===== src/rtl/z80_bus_irq_ctrl.sv =====
// Bus/interrupt companion for a T80s core: strobe decode, edge-latched IRQ/NMI
// requests with acknowledge detection and vector supply, and a wait-state generator.
module z80_bus_irq_ctrl #(
  parameter int unsigned NUM_IRQ  = 4,
  parameter int unsigned MODE     = 1,
  parameter logic [7:0]  VEC_BASE = 8'hE0,
  parameter int unsigned WAIT_MEM = 0,
  parameter int unsigned WAIT_IO  = 0
) (
  input  logic               clk,
  input  logic               reset,
  input  logic               clk_en,
  input  logic [15:0]        cpu_a,
  input  logic               cpu_mreq_n,
  input  logic               cpu_iorq_n,
  input  logic               cpu_rd_n,
  input  logic               cpu_wr_n,
  input  logic               cpu_rfsh_n,
  input  logic               cpu_m1_n,
  input  logic [NUM_IRQ-1:0] irq_req,
  input  logic [NUM_IRQ-1:0] irq_clr,
  input  logic               nmi_req,
  output logic               cpu_int_n,
  output logic               cpu_nmi_n,
  output logic               cpu_wait_n,
  output logic               vec_oe,
  output logic [7:0]         vec_out,
  output logic [NUM_IRQ-1:0] irq_pend,
  output logic [NUM_IRQ-1:0] irq_ack,
  output logic               nmi_ack,
  output logic               mx,
  output logic               ix,
  output logic               rd,
  output logic               wr,
  output logic               m1
);

  localparam logic       IS_VEC = (MODE == 32'd1);
  localparam logic [3:0] WM     = 4'(WAIT_MEM);
  localparam logic [3:0] WI     = 4'(WAIT_IO);

  logic               fetch, ack_cond, nmi_cond, io_cond;
  logic               ack_prev, nmi_cond_prev, mx_prev, io_prev, nmi_prev;
  logic               ack_ev, nmi_ev, mem_ev, io_ev;
  logic [NUM_IRQ-1:0] irq_prev, pending, pending_nxt, irq_rise, ack_mask;
  logic               nmi_pend, nmi_pend_nxt;
  logic               any_pend;
  logic [2:0]         sel;
  logic [3:0]         wait_cnt, wait_cnt_nxt;
  logic               wait_io, wait_io_nxt, held;

  assign mx = ~cpu_mreq_n & cpu_rfsh_n;
  assign ix = ~cpu_iorq_n & cpu_m1_n;
  assign rd = ~cpu_rd_n;
  assign wr = ~cpu_wr_n;
  assign m1 = ~cpu_m1_n;

  // 0x0038 and 0x0066 are distinct, so the NMI fetch can never look like an IM1 ack
  assign fetch    = ~cpu_m1_n & ~cpu_mreq_n & ~cpu_rd_n & cpu_rfsh_n;
  assign ack_cond = IS_VEC ? (~cpu_m1_n & ~cpu_iorq_n) : (fetch & (cpu_a == 16'h0038));
  assign nmi_cond = fetch & (cpu_a == 16'h0066);
  assign io_cond  = ix | (IS_VEC & ack_cond);

  assign irq_rise = irq_req & ~irq_prev;
  assign ack_ev   = ack_cond & ~ack_prev;
  assign nmi_ev   = nmi_cond & ~nmi_cond_prev;
  assign mem_ev   = mx & ~mx_prev;
  assign io_ev    = io_cond & ~io_prev;
  assign irq_pend = pending;

  // Priority select (lowest index wins) and next pending state; new edges beat clears
  always_comb begin
    any_pend = |pending;
    sel      = 3'd0;
    for (int i = NUM_IRQ - 1; i >= 0; i--) begin
      sel = pending[i] ? 3'(i) : sel;
    end
    for (int i = 0; i < NUM_IRQ; i++) begin
      ack_mask[i] = ack_ev & any_pend & (sel == 3'(i));
    end
    pending_nxt  = (pending & ~(irq_clr | ack_mask)) | irq_rise;
    nmi_pend_nxt = nmi_ev ? 1'b0 : (nmi_pend | (nmi_req & ~nmi_prev));
  end

  // Wait counter: reload on a new access, abort when its strobe drops, tick on clk_en
  always_comb begin
    wait_cnt_nxt = wait_cnt;
    wait_io_nxt  = wait_io;
    held         = wait_io ? io_cond : mx;
    if (mem_ev) begin
      wait_cnt_nxt = WM;
      wait_io_nxt  = 1'b0;
    end else if (io_ev) begin
      wait_cnt_nxt = WI;
      wait_io_nxt  = 1'b1;
    end else if (!held) begin
      wait_cnt_nxt = 4'd0;
    end else if (clk_en && (wait_cnt != 4'd0)) begin
      wait_cnt_nxt = wait_cnt - 4'd1;
    end else begin
      wait_cnt_nxt = wait_cnt;
    end
  end

  // State and registered outputs; history regs track live inputs during reset
  always_ff @(posedge clk) begin
    irq_prev      <= irq_req;
    nmi_prev      <= nmi_req;
    ack_prev      <= ack_cond;
    nmi_cond_prev <= nmi_cond;
    mx_prev       <= mx;
    io_prev       <= io_cond;
    if (reset) begin
      pending    <= '0;
      nmi_pend   <= 1'b0;
      wait_cnt   <= 4'd0;
      wait_io    <= 1'b0;
      irq_ack    <= '0;
      nmi_ack    <= 1'b0;
      vec_oe     <= 1'b0;
      vec_out    <= 8'hFF;
      cpu_int_n  <= 1'b1;
      cpu_nmi_n  <= 1'b1;
      cpu_wait_n <= 1'b1;
    end else begin
      pending    <= pending_nxt;
      nmi_pend   <= nmi_pend_nxt;
      wait_cnt   <= wait_cnt_nxt;
      wait_io    <= wait_io_nxt;
      irq_ack    <= ack_mask;
      nmi_ack    <= nmi_ev & nmi_pend;
      cpu_int_n  <= ~|pending_nxt;
      cpu_nmi_n  <= ~nmi_pend_nxt;
      cpu_wait_n <= (wait_cnt_nxt == 4'd0);
      if (IS_VEC && ack_ev) begin
        vec_oe  <= 1'b1;
        vec_out <= any_pend ? (VEC_BASE + {4'd0, sel, 1'b0}) : 8'hFF;
      end else if (!ack_cond) begin
        vec_oe  <= 1'b0;
      end else begin
        vec_oe  <= vec_oe;
      end
    end
  end

endmodule


===== config.mk =====
export PLATFORM = sky130hd
export DESIGN_NAME = z80_bus_irq_ctrl
export DESIGN_NICKNAME = d
export VERILOG_FILES = /design/src/rtl/z80_bus_irq_ctrl.sv
export SDC_FILE = /design/constraint.sdc
export NUM_CORES = 1
export LEC_CHECK = 0
export BUFFER_PORTS_ARGS = -buffer_cell sky130_fd_sc_hd__buf_4
export CAP_MARGIN = 20
export CORE_MARGIN = 4
export CORE_UTILIZATION = 46
export CTS_BUF_LIST = sky130_fd_sc_hd__clkbuf_2 sky130_fd_sc_hd__clkbuf_4 sky130_fd_sc_hd__clkbuf_8
export CTS_CLUSTER_DIAMETER = 80
export CTS_CLUSTER_SIZE = 16
export DETAILED_ROUTE_END_ITERATION = 7
export HOLD_SLACK_MARGIN = 0.05
export PLACE_DENSITY_LB_ADDON = 0.15
export SETUP_SLACK_MARGIN = 0.5
export SYNTH_ARGS = -nofsm -noshare
export SYNTH_HDL_FRONTEND = slang
export SYNTH_SLANG_ARGS = --single-unit

===== constraint.sdc =====
create_clock -name clk -period 2.2 [get_ports clk]
set_input_delay 0 -clock clk [delete_from_list [all_inputs] [get_ports clk]]
set_output_delay 0 -clock clk [all_outputs]
set_load 0.1 [all_outputs]

==> reports/metrics.cfg, run 1 <==
[synthesis]
synth_cell_types=36
synth_top_cell_area_share=0.523
syn_area_mm2=0.00119
synth.most_common_cell=dfxtp_1
netlist_top_cells_area=dfxtp_1, a21oi_1, inv_1
synth_enable_flop_cells=0
ys_seq_area_frac=0.523
async_flop_share=0
syn_avg_cell_area_um2=9.73
ys_seq_elements=31
synthFlopType=dfxtp_1
yosys.area.top_type=dfxtp_1
synth_commonest_cells=dfxtp_1, inv_1, nor2_1
synthCells=122
yosysWarnings=0

[final_layout]
n_antenna_cell=0
synthToLayoutAreaGrowth_pct=59.3
final_util=0.764
fin_cells=230
fin_area_mm2=0.00189
nets=234
drive_above_1_share=0.370

[sta]
fmax_ghz=0.618
fin_skew_ps=8.40
slew_viol_final=0
setup_viol=0
tns_ps=0
whs_ps=66.3
setup_slack_ps=581
period_share=0.736
fin_crit_ps=1620
rsz0062_at_grt=no
hold_violations=0

[drt]
detail_route.wl_per_cell_um=13.8
vias_per_cell=5.07
totalWireLength_mm=3.18
final_antenna_net_count=0
drc=0
firstDrtPassIters=4
vias=1167
drt_iter0_markers=29

[global_routing]
grt_use_total=0.194
use_met2=0.358
use_met1=0.189
grt_pass1_wl_mm=4.92
grt.busiest_layer=met2
grt_pass1_vias=1180
antenna_found_initial=0
grt_max_degree=15
use_met3=0.0570
gr-total-overflow=0

[setup_path]
critPathLaunch=wait_cnt[0]
r2r_cells=6
r2r_start=wait_cnt[0]
cp.required_ps=2430
rrSetupSlack_ps=580
worstSetupPathType=register to register
r2r-end=cpu_wait_n
endpoint_kind=register
crit_end=cpu_wait_n
crit_fanout=6
arrival_ps=1850
worst_setup_path_start_kind=register

[die]
die_area_mm2=0.00346
initial_core_util=0.479
ios=60
coreArea_mm2=0.00248
fp.dieH_um=58.8
num_rows=18
dieWidth_um=58.8

[clocking]
clockRootBuffer=clkbuf_4
clock_path_buffers=2
clkLatencyLatePin_ps=340
cts_sinks=31
post_cts_buffers=0
cts_tree=done
htree_levels=2
clk_pin_slew_ps=90
cts_made_buffers=5

[power_and_ir_drop]
ir_worst_vdd_mv=0.548
power_density_mw_per_mm2=694
power_mw=1.31
power_leakage_nw=0.854

[job]
timing.max_cap.violations=0

[placement]
dpl_cell_area_mm2=0.00161
placed_cells=202
gp_congestion=0.731
dp_slack_ps=487
port_buffers=56
hpwlAfterDp_mm=2.18

[min_path]
hold_class=input port to register

[status]
status=finished clean

## layer usage
metal  vias to the layer above  share of wire
met5                         -              0
met4                         0          0.024
met2                        51           0.51
met1                       541           0.36
met3                         8          0.099
li1                        567              -
## worst min-delay path by stage
| stage | start | endpoint | slack, ps | depth (start not counted) |
|---|---|---|---|---|
| 5_1_grt | cpu_iorq_n | vec_out[3] | 90 | 3 |
| 3_3_place_gp | irq_req[3] | irq_prev[3] | 110 | 1 |
| 3_5_place_dp | irq_req[3] | irq_prev[3] | 120 | 1 |
| 4_1_cts | cpu_a[4] | nmi_pend | 60 | 4 |
| 2_1_floorplan | irq_req[0] | irq_prev[0] | 30 | 0 |
| 6_report | cpu_a[4] | nmi_pend | 70 | 4 |
## layout make-up
cell class                 count  area [um^2]
clock buffer                   8         72.6
fill                         177          586
inverter                      11         41.3
multi-input combinational     74          494
sequential                    31          626
tap                           30         37.5
timing repair buffer          76          621
## power breakdown
group	switching, mW	internal (mW)
clock network	0.184	0.200
registers	0.0165	0.583
logic	0.222	0.106
total	0.423	0.889
## critical path, cell delays in order (launching register included)
cell      delay [ps]
dfxtp_1          340
inv_1            100
ha_2             240
nand2b_1          90
o21ai_1          220
mux2_2           380
a21o_1           150
## sequential cells by signal, summed over array words and instances (netlist names), 3 cells and up
| signal | flops |
|---|---|
| irq_pend | 4 |
| irq_prev | 4 |
| vec_out | 3 |
| wait_cnt | 4 |
| irq_ack | 4 |
## timing repair
action / 4_1_cts / 5_1_grt
setup endpoints to repair: 1 / 2
resized for setup: 1 / 2
pin swaps: 0 / 0
hold buffers: 20 / 0
hold endpoints to repair: 22 / 0
## cells in the final DEF (no fill, tap or decap), drive strengths merged, types with 4 or more instances in the layout
master,n
a21oi,11
buf,56
clkbuf,8
dfxtp,31
dlygate4sd3,20
inv,11
nand2b,6
nor2,11
nor3,4
## kinds of logic after synthesis
| logic type | count (synthesis) | share of synthesized area |
|---|---|---|
| XOR/XNOR | 1 | 0.00738 |
| AND/OR/NAND/NOR | 46 | 0.237 |
| other | 1 | 0.00316 |
| AO/OA/AOI/OAI | 22 | 0.133 |
| flip-flops | 31 | 0.523 |
| adder cells (fa/ha/maj) | 1 | 0.0105 |
| buffers and inverters | 19 | 0.0769 |
| multiplexers | 1 | 0.00948 |
(Power assumes the default switching activity.)
==> inputs of run 2 (changes only) <==
--- a/config.mk
+++ b/config.mk
@@ -5,10 +5,11 @@
 export SDC_FILE = /design/constraint.sdc
 export NUM_CORES = 1
 export LEC_CHECK = 0
+export ABC_AREA = 1
 export BUFFER_PORTS_ARGS = -buffer_cell sky130_fd_sc_hd__buf_4
 export CAP_MARGIN = 20
 export CORE_MARGIN = 4
-export CORE_UTILIZATION = 46
+export CORE_UTILIZATION = 43
 export CTS_BUF_LIST = sky130_fd_sc_hd__clkbuf_2 sky130_fd_sc_hd__clkbuf_4 sky130_fd_sc_hd__clkbuf_8
 export CTS_CLUSTER_DIAMETER = 80
 export CTS_CLUSTER_SIZE = 16
==> constraint.sdc (replaced) <==
create_clock -name clk -period 1.4 [get_ports clk]
set_input_delay 0 -clock clk [delete_from_list [all_inputs] [get_ports clk]]
set_output_delay 0 -clock clk [all_outputs]
set_load 0.1 [all_outputs]
==> reports/metrics.cfg, run 2 <==
[clocking]
clock_path_buffers=2  ; unchanged
cts_tree=done
cts_made_buffers=5  ; unchanged
htree_levels=2  ; unchanged
clockRootBuffer=clkbuf_4
clkLatencyLatePin_ps=350  ; about the same
cts_sinks=31  ; unchanged
hold_buffers=9  ; -55%
clk_pin_slew_ps=110  ; +20 ps

[setup_path]
rrSetupSlack_ps=140  ; -440 ps
r2r_cells=7  ; +1
endpoint_kind=register
worstSetupPathType=register to register
cp.required_ps=1690  ; -740 ps
r2r_start=irq_pend[0]
arrival_ps=1550  ; -300 ps
worst_setup_path_start_kind=register
r2r-end=cpu_int_n
crit_fanout=5  ; -1

[synthesis]
synthFlopType=dfxtp_1
async_flop_share=0  ; unchanged
syn_avg_cell_area_um2=7.22  ; -26%
synth_top_cell_area_share=0.480  ; -0.0425
netlist_top_cells_area=dfxtp_1, nand2_1, inv_1
syn_area_mm2=0.00129  ; +8.9%
synth_enable_flop_cells=0  ; unchanged
synth_cell_types=24  ; -33%
ys_seq_area_frac=0.480  ; -0.0425
yosys.area.top_type=dfxtp_1
ys_seq_elements=31  ; unchanged
synth.most_common_cell=nand2_1
yosysWarnings=0  ; unchanged
synth_commonest_cells=nand2_1, inv_1, dfxtp_1
synthCells=179  ; +47%

[die]
coreArea_mm2=0.00281  ; +13%
dieWidth_um=62.8  ; +6.8%
num_rows=19  ; +1
fp.dieH_um=62.8  ; +6.8%
die_area_mm2=0.00395  ; +14%
initial_core_util=0.461  ; -0.0185
ios=60  ; unchanged

[power_and_ir_drop]
p_int_mw=1.52  ; +71%
p_seq_frac=0.413  ; -0.044
pwr-share-comb=0.283  ; +0.033
power_density_mw_per_mm2=929  ; +34%
ir_worst_vdd_mv=0.786  ; +43%
p_sw_mw=0.776  ; +83%
power_leakage_nw=1.21  ; +42%
sw_frac_of_total=0.338  ; +0.0154
p_clk_frac=0.304  ; +0.011

[drt]
final_antenna_net_count=0  ; unchanged
drt_iter0_markers=85  ; +190%
vias=1482  ; +27%
totalWireLength_mm=4.80  ; +51%
drc=0  ; unchanged
vias_per_cell=5.02  ; -0.99%
firstDrtPassIters=5  ; +1
detail_route.wl_per_cell_um=16.3  ; +18%

[placement]
placed_cells=262  ; +30%
gp_congestion=0.809  ; +11%
hpwlAfterDp_mm=2.42  ; +11%
port_buffers=56  ; unchanged

[sta]
slew_viol_final=0  ; unchanged
setup_viol=0  ; unchanged
tns_ps=0  ; unchanged
whs_ps=-126  ; -192 ps
hold_violations=9  ; +9
fin_skew_ps=20.0  ; +11.6 ps
period_share=0.901  ; +0.165
fin_crit_ps=1260  ; -357 ps
fmax_ghz=0.793  ; +28%
rsz0062_at_grt=yes

[global_routing]
grt_use_total=0.202  ; +0.00860
gr-total-overflow=0  ; unchanged
grt_max_degree=14  ; -1
antenna_found_initial=0  ; unchanged
grt_pass1_wl_mm=6.15  ; +25%
grt_pass1_vias=1425  ; +21%

[final_layout]
register_area_um2=664  ; +6.2%
n_antenna_cell=0  ; unchanged
nets=298  ; +27%
drive_above_1_share=0.553  ; +0.183
multiInputGateArea_um2=641  ; +30%
fillers=132  ; -25%
fin_cells=295  ; +28%
synthToLayoutAreaGrowth_pct=91.4
layout_commonest_cell=buf_4
mostFrequentLayoutCells=buf_4, nand2_1, inv_1, nor2_1, buf_12

[min_path]
min_from=cpu_m1_n
hold_class=input port to register
whs_endpoint=ack_prev
hold_depth=2  ; -2

[status]
status=complete, but fails checks
violations=hold timing

[job]
timing.max_cap.violations=0  ; unchanged

## run 2: power groups by stage
stage               clock network [mW]  logic [mW]  registers (mW)
floorplan                            0       0.232            1.09
global placement                     0       0.503           0.949
detailed placement                   0       0.509           0.952
CTS                              0.696       0.592           0.941
global route                     0.751       0.679           0.952
finish                           0.699       0.651           0.948
## run 2: routing by layer
metal  share of wire  track usage  routed length, um  vias to the layer above
met1            0.34        0.193               1650                      665
met4           0.040        0.118                194                        0
li1                -            -                  -                      704
met3           0.078       0.0737                373                       21
met2            0.54        0.369               2580                       92
met5               0            0                  0                        -
## run 2: area by class of cell
class / instances / share of cell area
sequential: 31 / 0.269
clock buffer: 5 / 0.0152
inverter: 36 / 0.0693
timing repair buffer: 81 / 0.357
multi-input combinational: 108 / 0.259
clock inverter: 3 / 0.0157
tap: 31 / 0.0157
## run 2: timing repair
item,CTS,global route
setup endpoints to repair,26,32
pin swaps,13,19
endpoints found under the hold margin,24,13
gates resized for setup,50,45
buffers inserted,8,8
## run 2: cells by family (layout without fill, tap and decap cells)
| logic type | count (synthesis) | in the layout | synth area share |
|---|---|---|---|
| AOI/OAI and AO/OA | 15 | 15 | 0.0687 |
| and+or+nand+nor | 88 | 88 | 0.294 |
| adders and majority gates | 1 | 1 | 0.00968 |
| buffers and inverters | 42 | 125 | 0.137 |
| xor gates and xnor gates | 1 | 1 | 0.00678 |
| DFF | 31 | 31 | 0.480 |
| other | 1 | 3 | 0.00290 |
## run 2: metrics by stage
stage	worst slack [ps]	hold WS, ps	util	total power [mW]	cell area [um^2]
6_report	138	-126	0.882	2.30	2470
5_1_grt	44.9	-138	0.882	2.38	2470
4_1_cts	233	-127	0.806	2.23	2260
3_5_place_dp	215	115	0.655	1.46	1840
3_3_place_gp	307	114	0.655	1.45	1840
2_1_floorplan	231	27.7	-	1.32	1420
## run 2: worst max path at each step
stage | slack (ps) | to | from | depth (start not counted)
after floorplan | 230 | cpu_int_n | irq_pend[3] | 8
after global placement | 310 | cpu_wait_n | wait_cnt[1] | 10
after detailed placement | 220 | cpu_wait_n | wait_cnt[1] | 10
after CTS | 230 | cpu_wait_n | wait_cnt[1] | 9
after global routing | 40 | cpu_int_n | irq_pend[1] | 7
final | 140 | cpu_int_n | irq_pend[0] | 7
## run 2: worst max-delay path, cell delays in order, from the launching register on
cell      delay, ps
dfxtp_4         380
inv_4            80
nand4_1         140
nand2_1         160
nand2_1          80
o21bai_1        150
nand2_1         110
nor2_2           90
